--- config.mk ---
export PLATFORM = sky130hd
export DESIGN_NAME = rtc_bus_sequencer
export DESIGN_NICKNAME = d
export VERILOG_FILES = /design/src/rtl/rtc_bus_sequencer.sv
export SDC_FILE = /design/constraint.sdc
export NUM_CORES = 1
export LEC_CHECK = 0
export CORE_MARGIN = 2
export CORE_UTILIZATION = 50
export DETAILED_ROUTE_END_ITERATION = 8
export PLACE_DENSITY_LB_ADDON = 0.2
export SETUP_SLACK_MARGIN = 0.15
export SKIP_LAST_GASP = 1
export SLEW_MARGIN = 20
export SYNTH_ARGS = -nofsm -noshare
export SYNTH_HDL_FRONTEND = slang
export SYNTH_SLANG_ARGS = --single-unit
export TNS_END_PERCENT = 50
--- constraint.sdc ---
create_clock -name clk -period 9.9 [get_ports clk]
set_input_delay 2.475 -clock clk [delete_from_list [all_inputs] [get_ports clk]]
set_output_delay 2.475 -clock clk [all_outputs]
set_load 0.01 [all_outputs]
--- src/rtl/rtc_bus_sequencer.sv ---
// Sole master of the RTC multiplexed address/data bus: runs write bursts (hold, set-values, release)
// and read bursts (transfer command, nine reads), presenting read-back values as one coherent set.
module rtc_bus_sequencer #(
  parameter int PHASE_CYC = 4
) (
  input  logic       clk,
  input  logic       reset,
  input  logic       wr_req,
  input  logic [1:0] wr_sel,
  input  logic       rd_req,
  input  logic [7:0] diaw,
  input  logic [7:0] mesw,
  input  logic [7:0] annow,
  input  logic [7:0] rhoraw,
  input  logic [7:0] rminw,
  input  logic [7:0] rsegw,
  input  logic [7:0] thoraw,
  input  logic [7:0] tminw,
  input  logic [7:0] tsegw,
  input  logic [7:0] ad_in,
  output logic [7:0] ad_out,
  output logic       ad_oe,
  output logic       cs_n,
  output logic       rd_n,
  output logic       wr_n,
  output logic       a_d,
  output logic [7:0] dia,
  output logic [7:0] mes,
  output logic [7:0] anno,
  output logic [7:0] rhora,
  output logic [7:0] rmin,
  output logic [7:0] rseg,
  output logic [7:0] thora,
  output logic [7:0] tmin,
  output logic [7:0] tseg,
  output logic       busy,
  output logic       done,
  output logic       rd_valid,
  output logic [2:0] fsm_state
);

  typedef enum logic [2:0] {S_IDLE, S_ADDR, S_GAP, S_DATA, S_REC} state_t;

  localparam logic [7:0] PHASE_LAST = 8'(PHASE_CYC - 1);

  // Handshake: wr_req/rd_req are single-cycle pulses with no ready; each sets a one-deep
  // pending flag that is consumed when its burst leaves IDLE. done/rd_valid are one-cycle pulses.
  state_t     state, state_n;
  logic [7:0] phase;
  logic       phase_last;
  logic [3:0] slot, slot_n, next_slot;
  logic       last_slot;
  logic       burst_rd;
  logic [1:0] burst_sel;
  logic [1:0] sel_q;
  logic       wr_pend, rd_pend;
  logic       start_wr, start_rd, burst_end;
  logic       wr_accept;
  logic [7:0] acc_addr, acc_data;
  logic       acc_read;
  logic [7:0] snap   [9];
  logic [7:0] shadow [9];

  // Slot k (1..9) is one of the nine time/timer registers in burst order.
  function automatic logic [7:0] reg_addr_of(input logic [3:0] k);
    case (k)
      4'd1:    reg_addr_of = 8'h24;
      4'd2:    reg_addr_of = 8'h25;
      4'd3:    reg_addr_of = 8'h26;
      4'd4:    reg_addr_of = 8'h23;
      4'd5:    reg_addr_of = 8'h22;
      4'd6:    reg_addr_of = 8'h21;
      4'd7:    reg_addr_of = 8'h43;
      4'd8:    reg_addr_of = 8'h42;
      4'd9:    reg_addr_of = 8'h41;
      default: reg_addr_of = 8'h00;
    endcase
  endfunction

  assign phase_last = (phase == PHASE_LAST);
  assign wr_accept  = wr_req && (wr_sel != 2'b00);
  assign last_slot  = burst_rd ? (slot == 4'd9) : (slot == 4'd10);
  assign busy       = (state != S_IDLE);
  assign fsm_state  = state;

  // Write bursts skip unselected groups; slot 0 is hold, slot 10 is release.
  always_comb begin
    next_slot = slot + 4'd1;
    if (!burst_rd) begin
      if (next_slot >= 4'd1 && next_slot <= 4'd6 && !burst_sel[0]) next_slot = 4'd7;
      if (next_slot >= 4'd7 && next_slot <= 4'd9 && !burst_sel[1]) next_slot = 4'd10;
    end
  end

  always_comb begin
    acc_addr = 8'h00;
    acc_data = 8'h00;
    acc_read = 1'b0;
    if (slot == 4'd0) begin
      acc_addr = burst_rd ? 8'hF0 : 8'h02;
      acc_data = burst_rd ? 8'hF0 : 8'h10;
    end else if (slot == 4'd10) begin
      acc_addr = 8'h02;
      acc_data = 8'h00;
    end else if (slot <= 4'd9) begin
      acc_addr = reg_addr_of(slot);
      acc_data = snap[slot - 4'd1];
      acc_read = burst_rd;
    end
  end

  always_comb begin
    state_n   = state;
    slot_n    = slot;
    start_wr  = 1'b0;
    start_rd  = 1'b0;
    burst_end = 1'b0;
    cs_n      = 1'b1;
    rd_n      = 1'b1;
    wr_n      = 1'b1;
    a_d       = 1'b1;
    ad_oe     = 1'b0;
    ad_out    = 8'h00;
    case (state)
      S_IDLE: begin
        if (wr_pend) begin
          state_n  = S_ADDR;
          slot_n   = 4'd0;
          start_wr = 1'b1;
        end else if (rd_pend) begin
          state_n  = S_ADDR;
          slot_n   = 4'd0;
          start_rd = 1'b1;
        end
      end
      S_ADDR: begin
        cs_n   = 1'b0;
        a_d    = 1'b0;
        wr_n   = 1'b0;
        ad_oe  = 1'b1;
        ad_out = acc_addr;
        if (phase_last) state_n = S_GAP;
      end
      S_GAP: begin
        cs_n   = 1'b0;
        a_d    = 1'b0;
        ad_oe  = 1'b1;
        ad_out = acc_addr;
        if (phase_last) state_n = S_DATA;
      end
      S_DATA: begin
        cs_n = 1'b0;
        if (acc_read) begin
          rd_n = 1'b0;
        end else begin
          wr_n   = 1'b0;
          ad_oe  = 1'b1;
          ad_out = acc_data;
        end
        if (phase_last) state_n = S_REC;
      end
      S_REC: begin
        if (phase_last) begin
          if (last_slot) begin
            state_n   = S_IDLE;
            burst_end = 1'b1;
          end else begin
            state_n = S_ADDR;
            slot_n  = next_slot;
          end
        end
      end
      default: state_n = S_IDLE;
    endcase
  end

  always_ff @(posedge clk or posedge reset) begin
    if (reset) begin
      state     <= S_IDLE;
      phase     <= 8'h00;
      slot      <= 4'd0;
      burst_rd  <= 1'b0;
      burst_sel <= 2'b00;
      sel_q     <= 2'b00;
      wr_pend   <= 1'b0;
      rd_pend   <= 1'b0;
      done      <= 1'b0;
      rd_valid  <= 1'b0;
      dia       <= 8'h00;
      mes       <= 8'h00;
      anno      <= 8'h00;
      rhora     <= 8'h00;
      rmin      <= 8'h00;
      rseg      <= 8'h00;
      thora     <= 8'h00;
      tmin      <= 8'h00;
      tseg      <= 8'h00;
      for (int i = 0; i < 9; i++) begin
        snap[i]   <= 8'h00;
        shadow[i] <= 8'h00;
      end
    end else begin
      state <= state_n;
      slot  <= slot_n;
      phase <= (state == S_IDLE || phase_last) ? 8'h00 : phase + 8'd1;

      // A new request on the consuming edge stays pending for the next burst.
      if (wr_accept) begin
        wr_pend <= 1'b1;
        sel_q   <= wr_sel;
      end else if (start_wr) begin
        wr_pend <= 1'b0;
      end
      if (rd_req)        rd_pend <= 1'b1;
      else if (start_rd) rd_pend <= 1'b0;

      if (start_wr) begin
        burst_rd  <= 1'b0;
        burst_sel <= sel_q;
        snap[0]   <= diaw;
        snap[1]   <= mesw;
        snap[2]   <= annow;
        snap[3]   <= rhoraw;
        snap[4]   <= rminw;
        snap[5]   <= rsegw;
        snap[6]   <= thoraw;
        snap[7]   <= tminw;
        snap[8]   <= tsegw;
      end else if (start_rd) begin
        burst_rd  <= 1'b1;
      end

      if (state == S_DATA && phase_last && acc_read) shadow[slot - 4'd1] <= ad_in;

      done     <= burst_end;
      rd_valid <= burst_end && burst_rd;
      if (burst_end && burst_rd) begin
        dia   <= shadow[0];
        mes   <= shadow[1];
        anno  <= shadow[2];
        rhora <= shadow[3];
        rmin  <= shadow[4];
        rseg  <= shadow[5];
        thora <= shadow[6];
        tmin  <= shadow[7];
        tseg  <= shadow[8];
      end
    end
  end

endmodule

==> results of run 1 <==
worst min-delay path by stage:
stage | endpoint | cells after the start
finish | sel_q[1] | 2
floorplan | sel_q[0] | 2
global route | dia[7] | 1
CTS | sel_q[1] | 2
global placement | sel_q[0] | 2
detailed placement | sel_q[1] | 2
routing by layer:
layer	wire, um	part of all wire
met4	549	0.024
met5	0	0
met1	10100	0.44
met2	11200	0.48
met3	1260	0.054
per-stage QoR:
| step | std cells | worst slack, ps | cell area [um^2] | power [W] | hold WS, ps |
|---|---|---|---|---|---|
| after CTS | 1182 | 3390 | 13300 | 0.00325 | 480 |
| after floorplan | 722 | 837 | 10300 | 0.00190 | 439 |
| final | 1182 | 3340 | 13300 | 0.00323 | 483 |
| after global placement | 1138 | 3990 | 12400 | 0.00217 | 464 |
| after detailed placement | 1138 | 3940 | 12400 | 0.00221 | 465 |
| after global routing | 1182 | 3150 | 13300 | 0.00339 | 511 |
sequential cells by signal (all words and copies together), names as in the netlist:
register   cells
anno           8
burst_rd       1
burst_sel      2
dia            8
done           1
fsm_state      3
mes            8
phase          8
rd_pend        1
rd_valid       1
rhora          8
rmin           8
rseg           8
sel_q          2
shadow        72
slot           4
snap          72
thora          8
tmin           8
tseg           8
wr_pend        1
cells in the mapped netlist, types with 10 or more instances:
master	number	area [um^2]
dfrtp_1	240	6010
mux2_2	221	2490
nand2_1	30	113
nor2_1	29	109
clkbuf_1	16	60.1
mux4_2	15	338
o21ai_0	14	70.1
a21oi_1	12	60.1
buf_1	12	45.0
mux2i_1	11	110
ha_1	10	125
cell families after synthesis:
logic type                 Yosys count  synth area share
muxes                              248             0.285
adders and majority gates           10            0.0121
buffers and inverters               42            0.0167
xor gates and xnor gates            12            0.0102
and+or+nand+nor                    117            0.0637
AOI/OAI and AO/OA                   53            0.0323
DFF                                240             0.580
layout make-up:
class | instances | area, um^2 | area share
Clock buffer | 34 | 739 | 0.0557
Clock inverter | 10 | 181 | 0.0137
Inverter | 8 | 42.5 | 0.00320
Multi-Input combinational cell | 440 | 4180 | 0.315
Sequential cell | 240 | 6010 | 0.452
Tap cell | 270 | 338 | 0.0254
Timing Repair Buffer | 180 | 1800 | 0.135
cells in the final DEF (no fill, tap or decap), drive strengths merged, types with 3 or more instances in the layout:
cell,n
mux4,15
ha,10
or2,3
nand3b,3
clkdlybuf4s50,176
inv,7
xnor2,4
a31oi,8
dfrtp,240
mux2,222
and2,6
nor2,30
clkinv,5
nand3,9
and3,8
nand2,30
nor4,3
o21ai,14
bufinv,5
buf,4
a21oi,12
nor3,6
nand2b,5
o22ai,3
mux2i,11
clkbuf,34
xor2,8
report_power, final:
part           switching [W]  internal [W]
Sequential          0.000144       0.00117
Combinational       0.000406      0.000482
Clock               0.000378      0.000650
Total               0.000928       0.00230
worst max-delay path, stage by stage (launching register included):
cell	delay, ps
dfrtp_1	370
inv_1	250
ha_1	250
inv_1	60
ha_1	640
and3b_1	500
nor4bb_1	410
a32o_1	180
nor2_1	50
o32ai_1	220
clkdlybuf4s50_1	630
==> metrics, run 1 <==
status=finished, final reports clean; Critical Setup Path Class=reg2out; Crit Path Max Fanout=17; final setup vio count=0; pin count of the biggest net entering global routing=150; Worst setup SP type=flop; Sum Neg Setup Slack=0 ps; flop-to-flop setup slack=roughly 6800 ps; DR iter-0 viols=347; LEAKAGE=5.95 nW; final hold vios=0; maximum clock path buffer count=3; CTS tree=yes; Crit. Startpoint=slot[0]; Root Driver=clkbuf_16; fillers=roughly 1,500; worst reg2reg path endpoint=shadow[16]; beginning of the worst hold path=sel_q[1]; Die Y=148 um; Hold Buf Count CTS=0; Synth Cell Area=0.0103 mm^2; number of global-route vias before repair=6,858; CTS sink cnt=240; initial antenna violation count=0; Post-Syn Area per Cell=14.3 um^2; Post-synth top flop=dfrtp_1; ys async rst share=1.00; Antenna Nets Post-Route=0; GRT overflow=0; Distinct cells, synth=51; met2 usage in global routing=0.354; Mapped Cells=approximately 720; met3 Use GR=0.0315; fin util=0.654; worst r2r src=slot[0]; global-route wire length before repair=37.4 mm; Worst-path clk slew=60 ps; met1 Resource Use GR=0.303; gr usage total=0.216; post-cts gate resize count=0; I/O pins=177; HP Class=reg2reg; vias=roughly 6,600; final net count=991; Die ar.=0.0219 mm^2; end of the critical path=ad_out[5]; DR WL/cell=~20 um; Worst R2R Path Depth=7; CTS Buf Count=25; Slew @ Worst Pin=977 ps; H-tree depth=1; areal power density over the cells=around 240 mW/mm^2; Area growth, synth to finish=28.3%; Die X=148 um; Req. time, crit path=about 7400 ps; Slew Viols, Final=0; Post-synth EDFFs=0; Worst slew margin=0.349; Most Crowded Layer GR=met2; starting density of the core=0.510; HPWL after DPL=15.8 mm; Final Routed Wirelength=23.1 mm; DRC viols=0; Worst VDD drop=220 uV; FMAX=0.152 GHz; Final Wtd Congestion=0.897; number of synthesized register bits=240; post-CTS repair timing setup buffer count=0; final worst path period share=0.662; Pre-Repair DR Iteration Count=4; minimum period implied by the final worst setup slack=6560 ps; FP Rows=52; sequential fraction of the synthesis area=0.580; worst skew pair latency=510 ps; syn nets=818; clk_skew=about 11 ps; core area=0.0203 mm^2; crit end category=primary output; RSZ-0062 raised after global routing=false; n_diodes=0; vias per cell=5.58; critical path arrival=between 4000 and 5000 ps; total number of yosys warnings=0; Max Cap Viol=0; share of cells above drive strength 1=0.327; Port Buf Inserts=roughly 180
(Power assumes the default switching activity.)
==> run 2, diff against run 1 <==
Clock period 9.9 ns to 6.7 ns, I/O delays scaled along.
==> run 2 against run 1 <==
Non-clock buffer count up 1; cell area shrank 0.48%; global-route usage is 0.46 points lower; sequential power is 48% higher; die area is the same.
==> metrics, run 2 (synthesis gave the netlist of run 1 again) <==
status=finished, final reports clean; final hold vios=0; # placed instances=1,139; WL met2=~11 mm; hold depth=1; CTS Buf Count=25; most frequent cells in the layout=dfrtp_1 (240), mux2_2 (221), clkdlybuf4s50_1 (176), nand2_1 (30), nor2_1 (29); Req. time, crit path=5030 ps; final worst path period share=0.897; Post-Route M1 WL=10.1 mm; Sum Neg Setup Slack=0 ps; Antenna Nets Post-Route=0; initial antenna violation count=0; beginning of the worst hold path=phase[0]; core area=0.0203 mm^2; CTS sink cnt=240; areal power density over the cells=350 mW/mm^2; share of cells above drive strength 1=0.324; CP cell instances=buf_4 -> inv_1 -> ha_1 -> inv_1 -> ha_1 -> and3b_1 -> nor4bb_1 -> a32o_1 -> nor2_1 -> o32ai_1 -> clkdlybuf4s50_1; FP Rows=52; clk_skew=slightly below 9 ps; fin util=0.651; worst skew pair latency=520 ps; Final Routed Wirelength=approximately 23 mm; P_int=0.00328 W; Max Cap Viol=0; worst reg2reg path endpoint=shadow[11]; DR iter-0 viols=375; Place WS=1270 ps; HP Class=reg2reg; Worst VDD drop=255 uV; largest registers=shadow x72, snap x72; Root Driver=clkbuf_16; pin count of the biggest net entering global routing=180; Worst R2R Path Depth=8; metal3 WL=between 1 and 1.5 mm; Area growth, synth to finish=27.7%; number of global-route vias before repair=6,853; final setup vio count=0; post-CTS repair timing setup buffer count=0; starting density of the core=0.510; DR WL/cell=19.1 um; WP buf/inv=4; WHS Endpoint=phase[0]; final non-filler cell total=around 1,200; Pre-Repair DR Iteration Count=4; Final Wtd Congestion=0.864; Worst slew margin=0.310; CTS tree=yes; DRC viols=0; commonest non-fill, non-tap cell in the layout=dfrtp_1; Flop pwr share=0.419; Die X=148 um; I/O pins=about 180; sw power=0.00134 W; Hold Buf Count CTS=0; CP top delay family=buffers and inverters; CP max-delay cell=clkdlybuf4s50_1; final net count=992; PnR worst setup slack=691 ps; n_diodes=0; HPWL after DPL=15.5 mm; Port Buf Inserts=176; Gate power share=0.279; crit end category=primary output; clock share of power=0.302; vias per cell=5.44; post-cts gate resize count=0; worst r2r src=slot[0]; Worst-path clk slew=60 ps; Die ar.=0.0219 mm^2; RSZ-0062 raised after global routing=false; global-route wire length before repair=36.7 mm; GRT overflow=0; FMAX=0.166 GHz; vias=about 6,400; Worst setup SP type=flop; Die Y=about 150 um; flop-to-flop setup slack=3340 ps; slowest stage delay, CP=between 600 and 700 ps; LEAKAGE=slightly below 6 nW; H-tree depth=1; maximum clock path buffer count=3; minimum period implied by the final worst setup slack=6010 ps; Slew @ Worst Pin=1040 ps; gr usage total=0.211; Crit Path Max Fanout=23; critical path arrival=4330 ps; Slew Viols, Final=0; sw frac=0.290; Critical Setup Path Class=reg2out; Top Layer Used=met4
==> run 2: cell count changes in the layout (fill, tap and decap cells not counted) <==
| cell | previous run | this run |
|---|---|---|
| clkinv_2 | 3 | 4 |
| buf_6 | 1 | 0 |
| inv_6 | 0 | 1 |
| buf_12 | 0 | 1 |
| buf_4 | 3 | 4 |
| inv_16 | 0 | 1 |
| clkinv_4 | 1 | 0 |
| bufinv_16 | 5 | 2 |
| clkbuf_8 | 8 | 7 |
| clkbuf_1 | 1 | 5 |
| clkinv_8 | 1 | 0 |
==> run 2: final cells by class <==
type                       count  area [um^2]
timing repair buffer         181         1810
tap                          270          338
fill                        1525         7080
inverter                       8         33.8
clock buffer                  37          741
sequential                   240         6010
multi-input combinational    440         4180
clock inverter                 8          109
==> run 2: how the worst max path moves through the flow <==
stage	startpoint	to	slack (ps)	cells after the start
floorplan	slot[0]	ad_out[4]	1710	12
global placement	slot[0]	ad_out[5]	1330	11
detailed placement	slot[0]	ad_out[5]	1270	11
CTS	slot[0]	ad_out[5]	690	11
global route	slot[0]	ad_out[4]	440	11
finish	slot[0]	ad_out[5]	690	11
==> run 2: routing by layer <==
| layer | vias up | global-route usage |
|---|---|---|
| met2 | 181 | 0.360 |
| met3 | 21 | 0.0358 |
| met5 | - | 0 |
| li1 | 2951 | - |
| met1 | 3289 | 0.292 |
| met4 | 0 | 0.0367 |
==> run 2: power groups by stage <==
stage	clock (W)	combinational, W	sequential (W)
2_1_floorplan	0	0.000950	0.00186
3_3_place_gp	0	0.00125	0.00196
3_5_place_dp	0	0.00128	0.00196
4_1_cts	0.00143	0.00129	0.00194
5_1_grt	0.00150	0.00140	0.00198
6_report	0.00140	0.00129	0.00194
==> run 2: per-stage QoR <==
step	instance area (um^2)	hold slack, ps	total power [W]
2_1_floorplan	10400	439	0.00281
3_3_place_gp	12400	462	0.00321
3_5_place_dp	12400	485	0.00325
4_1_cts	13200	497	0.00467
5_1_grt	13200	510	0.00488
6_report	13200	485	0.00463
